[src/rtl/nibble_serial_adder.sv]
// Sequential WIDTH-bit adder: one nibble per cycle through a single 4-bit ripple adder,
// with valid/ready handshakes on both the operand and the result side.

module ripple_adder_4 (
   input  logic [3:0] a,
   input  logic [3:0] b,
   input  logic       cin,
   output logic [3:0] sum,
   output logic       cout
);

   logic c1_s;
   logic c2_s;
   logic c3_s;

   assign sum[0] = a[0] ^ b[0] ^ cin;
   assign c1_s   = (a[0] & b[0]) | (cin & (a[0] ^ b[0]));
   assign sum[1] = a[1] ^ b[1] ^ c1_s;
   assign c2_s   = (a[1] & b[1]) | (c1_s & (a[1] ^ b[1]));
   assign sum[2] = a[2] ^ b[2] ^ c2_s;
   assign c3_s   = (a[2] & b[2]) | (c2_s & (a[2] ^ b[2]));
   assign sum[3] = a[3] ^ b[3] ^ c3_s;
   assign cout   = (a[3] & b[3]) | (c3_s & (a[3] ^ b[3]));

endmodule

module nibble_serial_adder #(
   parameter int WIDTH = 16
) (
   input  logic             clk,
   input  logic             rst_n,
   input  logic             in_valid,
   output logic             in_ready,
   input  logic [WIDTH-1:0] a,
   input  logic [WIDTH-1:0] b,
   input  logic             cin,
   output logic             out_valid,
   input  logic             out_ready,
   output logic [WIDTH-1:0] sum,
   output logic             cout
);

   localparam int NIB  = WIDTH / 4;
   localparam int IDXW = (NIB > 1) ? $clog2(NIB) : 1;

   typedef enum logic [1:0] {
      IDLE = 2'd0,
      RUN  = 2'd1,
      DONE = 2'd2
   } state_t;

   state_t            state_q, state_d;
   logic [IDXW-1:0]   idx_q, idx_d;
   logic              carry_q, carry_d;
   logic [WIDTH-1:0]  a_q, a_d;
   logic [WIDTH-1:0]  b_q, b_d;
   logic [WIDTH-1:0]  shadow_q, shadow_d;
   logic [WIDTH-1:0]  sum_q, sum_d;
   logic              cout_q, cout_d;

   logic [WIDTH-1:0]  a_shift_s;
   logic [WIDTH-1:0]  b_shift_s;
   logic [3:0]        nib_a_s;
   logic [3:0]        nib_b_s;
   logic [3:0]        add_sum_s;
   logic              add_cout_s;
   logic              last_s;

   // Current nibble selected by shifting the operand registers down by 4*idx
   assign a_shift_s = a_q >> {idx_q, 2'b00};
   assign b_shift_s = b_q >> {idx_q, 2'b00};
   assign nib_a_s   = a_shift_s[3:0];
   assign nib_b_s   = b_shift_s[3:0];
   assign last_s    = (idx_q == IDXW'(NIB - 1));

   ripple_adder_4 u_adder (
      .a    (nib_a_s),
      .b    (nib_b_s),
      .cin  (carry_q),
      .sum  (add_sum_s),
      .cout (add_cout_s)
   );

   assign in_ready  = (state_q == IDLE);
   assign out_valid = (state_q == DONE);
   assign sum       = sum_q;
   assign cout      = cout_q;

   // Next-state and datapath update
   always_comb begin
      state_d  = state_q;
      idx_d    = idx_q;
      carry_d  = carry_q;
      a_d      = a_q;
      b_d      = b_q;
      shadow_d = shadow_q;
      sum_d    = sum_q;
      cout_d   = cout_q;
      case (state_q)
         IDLE: begin
            if (in_valid) begin
               a_d     = a;
               b_d     = b;
               carry_d = cin;
               idx_d   = '0;
               state_d = RUN;
            end else begin
               state_d = IDLE;
            end
         end
         RUN: begin
            carry_d = add_cout_s;
            for (int i = 0; i < NIB; i++) begin
               if (idx_q == IDXW'(i)) begin
                  shadow_d[4*i +: 4] = add_sum_s;
               end else begin
                  shadow_d[4*i +: 4] = shadow_q[4*i +: 4];
               end
            end
            // The result register takes the shadow including the nibble written this edge
            if (last_s) begin
               sum_d   = shadow_d;
               cout_d  = add_cout_s;
               state_d = DONE;
            end else begin
               idx_d   = idx_q + IDXW'(1);
               state_d = RUN;
            end
         end
         DONE: begin
            if (out_ready) begin
               state_d = IDLE;
            end else begin
               state_d = DONE;
            end
         end
         default: begin
            state_d = IDLE;
         end
      endcase
   end

   // State and datapath registers
   always_ff @(posedge clk or negedge rst_n) begin
      if (!rst_n) begin
         state_q  <= IDLE;
         idx_q    <= '0;
         carry_q  <= 1'b0;
         a_q      <= '0;
         b_q      <= '0;
         shadow_q <= '0;
         sum_q    <= '0;
         cout_q   <= 1'b0;
      end else begin
         state_q  <= state_d;
         idx_q    <= idx_d;
         carry_q  <= carry_d;
         a_q      <= a_d;
         b_q      <= b_d;
         shadow_q <= shadow_d;
         sum_q    <= sum_d;
         cout_q   <= cout_d;
      end
   end

endmodule

[config.mk]
export PLATFORM = sky130hd
export DESIGN_NAME = nibble_serial_adder
export DESIGN_NICKNAME = d
export VERILOG_FILES = /design/src/rtl/nibble_serial_adder.sv
export SDC_FILE = /design/constraint.sdc
export NUM_CORES = 1
export LEC_CHECK = 0
export CORE_AREA = 10 10 106 108
export DETAILED_ROUTE_END_ITERATION = 7
export DIE_AREA = 0 0 116 118
export SLEW_MARGIN = 40
export SYNTH_ARGS = -nofsm -noshare
export SYNTH_HDL_FRONTEND = slang
export SYNTH_SLANG_ARGS = --single-unit
[constraint.sdc]
create_clock -name clk -period 5 [get_ports clk]
set_input_delay 1 -clock clk [delete_from_list [all_inputs] [get_ports clk]]
set_output_delay 1 -clock clk [all_outputs]
set_load 0.02 [all_outputs]
==> impl_metrics.csv <==
group,metric,value,unit
run_status,outcome,"finished clean",
placed_design,io_buffers,55,
placed_design,routabilityCongestion,0.730,
placed_design,hpwl,4710,um
layout,mostFrequentLayoutCells,"dfrtp_1, clkdlybuf4s50_1, mux2_4",
yosys,yosysWarnings,0,
floorplan,die_h,118,um
layout,nets,326,
worst_hold_path,holdPathEnd,"sum[5]",
global_routing,antenna_found_initial,0,
route,wire_per_inst,15.9,um
route,drc_errors,0,
setup_path,path_cells,"mux4_2, inv_1, fa_1, inv_1, fa_1, fa_1, inv_1, fa_1, inv_1, mux2i_1, o21ai_0",
worst_hold_path,min_from,"sum[5]",
cts,root_buffer,"clkbuf_8",
sta,drv_slew,0,
setup_path,r2r_setup_slack,1630,ps
floorplan,dieArea,13700,um2
placed_design,placed_cells,381,
route,vias,1848,
sta,worstMarginPinSlew,678,ps
global_routing,grt_pass1_vias,2064,
setup_path,crit_fanout,14,
cts,clock_sinks,66,
setup_path,required,5270,ps
yosys,ys_types,27,
sta,setup_violations,0,
yosys,syn_area,3110,um2
setup_path,slowest_delay,780,ps
layout,final_common_cell,"dfrtp_1",
route,ant_nets,0,
setup_path,timing.rr.end,"sum[7]",
route,dr.pass1.iters,4,
floorplan,io_pins,56,
yosys,synth_seq_area_share,0.531,
yosys,avgSynthCellArea,13.7,um2
setup_path,critPathArrivalTime,3640,ps
route,viasPerCell,4.65,
pwr,leakagePower,0.00175,uW
cts,cts-buffers-inserted,9,
floorplan,start_util,0.341,
route,dr.first_iter.drc_count,45,
global_routing,grtUsageTotal,0.0964,
sta,max_slew_margin,0.548,
setup_path,worstSetupPathType,"flip-flop to flip-flop",
setup_path,critPathSlowestCell,"dfrtp_1",
cts,cts_tree,"done",
setup_path,reg2reg_depth,11,
setup_path,critPathLaunchType,"flip-flop",
global_routing,grt_pass1_wl,10400,um
floorplan,die_x,116,um
layout,syn2layout_area_growth,27.2,%
sta,clock.fmax,0.297,GHz
layout,antenna_cells,0,
pwr,ir_drop,0.000285,V
sta,period_needed,3370,ps
sta,finalCritPeriodShare,0.674,
cts,worst_skew_pair.late_latency,350,ps
worst_hold_path,hp-class,"flip-flop to flip-flop",
floorplan,rows,35,
cts,ctsResizeCount,0,
sta,skew,12.2,ps
sta,rsz0062_at_grt,"no",
flow_run,maxCapViolCount,0,
yosys,syn-num-nets,272,
pwr,fin_total_pwr,2990,uW
global_routing,overflow,0,
yosys,netlist_instances,227,
cts,htree_levels,3,
setup_path,rr_startpoint,"idx_q[0]",
sta,finalSetupTns,0,ps
sta,hold_viol,0,
cts,hold_buffers,0,
placed_design,placedInstanceArea,3730,um2
pwr,powerDensity,756,nW/um2
cts,post_cts_buffers,0,
layout,stdcell_count,397,
cts,cts.path.max_buffers,2,
layout,final_area,3950,um2
floorplan,core_area,9110,um2
worst_hold_path,min_path_cells,2,
yosys,synth_seq_cells,66,
cts,path_clk_slew,70,ps
layout,drive_above_1_share,0.238,
global_routing,grt_max_degree,42,
setup_path,end_kind,"flip-flop",
route,drt_wl_total,6310,um
[area by class of cell]
type                            instances  area, um2
Inverter                               13       48.8
Timing Repair Buffer                   58        581
Clock inverter                          5       77.6
Sequential cell                        66       1650
Tap cell                              111        139
Clock buffer                           11        141
Fill cell                             862       5150
Multi-Input combinational cell        133       1320
[logic make-up (layout without fill, tap and decap cells)]
| family | Yosys count | in the layout | share of synthesized area |
|---|---|---|---|
| flops | 66 | 66 | 0.531 |
| simple gates | 36 | 36 | 0.0535 |
| fa+ha+maj | 8 | 8 | 0.0419 |
| mux | 58 | 58 | 0.271 |
| buf+inv | 28 | 87 | 0.0467 |
| compound gates | 31 | 31 | 0.0555 |
[stage by stage]
| step | util | hold slack [ps] | setup slack (ps) |
|---|---|---|---|
| floorplan | - | 445 | 2160 |
| global placement | 0.407 | 461 | 1610 |
| detailed placement | 0.410 | 468 | 1570 |
| CTS | 0.434 | 485 | 1560 |
| global route | 0.434 | 515 | 1390 |
| finish | 0.434 | 478 | 1630 |
[worst max-delay path by stage]
stage / to / slack, ps / cells after the start / start
2_1_floorplan: sum[7] / 2160 / 9 / idx_q[0]
3_3_place_gp: sum[3] / 1610 / 11 / idx_q[0]
3_5_place_dp: sum[7] / 1570 / 11 / idx_q[0]
4_1_cts: sum[7] / 1560 / 11 / idx_q[0]
5_1_grt: sum[7] / 1390 / 11 / idx_q[0]
6_report: sum[7] / 1630 / 11 / idx_q[0]
[routing by layer]
| metal | GRT usage | wire (um) | vias up |
|---|---|---|---|
| li1 | - | - | 893 |
| met2 | 0.136 | 2770 | 57 |
| met1 | 0.123 | 2980 | 891 |
| met5 | 0 | 0 | - |
| met4 | 0.0290 | 82 | 0 |
| met3 | 0.0525 | 486 | 7 |
[cell usage after synthesis, drive strengths merged]
cell / n / area share
clkbuf: 5 / 0.0060
o21ai: 24 / 0.039
dfrtp: 66 / 0.53
a22o: 1 / 0.0028
nor3: 1 / 0.0016
buf: 10 / 0.025
mux2i: 10 / 0.032
o2bb2a: 1 / 0.0032
a21o: 1 / 0.0024
ha: 4 / 0.016
nand3b: 4 / 0.0097
inv: 13 / 0.016
fa: 4 / 0.026
nor2: 1 / 0.0012
mux2: 40 / 0.18
mux4: 8 / 0.058
nor3b: 1 / 0.0024
nand2b: 3 / 0.0060
a21oi: 2 / 0.0032
o311ai: 1 / 0.0028
nand2: 24 / 0.029
o21bai: 1 / 0.0024
and2: 1 / 0.0020
nand3: 1 / 0.0016
[critical path: cells and delay by family (launching register included)]
family | cells | cell delay, ps
AO/OA/AOI/OAI | 1 | 160
adder cells (fa/ha/maj) | 4 | 1370
buffers and inverters | 4 | 330
flip-flops | 1 | 780
multiplexers | 2 | 650
[power by group]
part / total [uW] / internal [uW] / switching, uW
clock: 495 / 293 / 202
combinational: 1500 / 789 / 714
sequential: 990 / 800 / 190
[registers in the layout (all words and copies together), names as in the netlist]
signal	count
carry_q	1
b_q	16
idx_q	2
a_q	16
cout	1
sum	16
shadow_q	12
state_q	2
No activity file was read; power rests on OpenSTA's default activity.
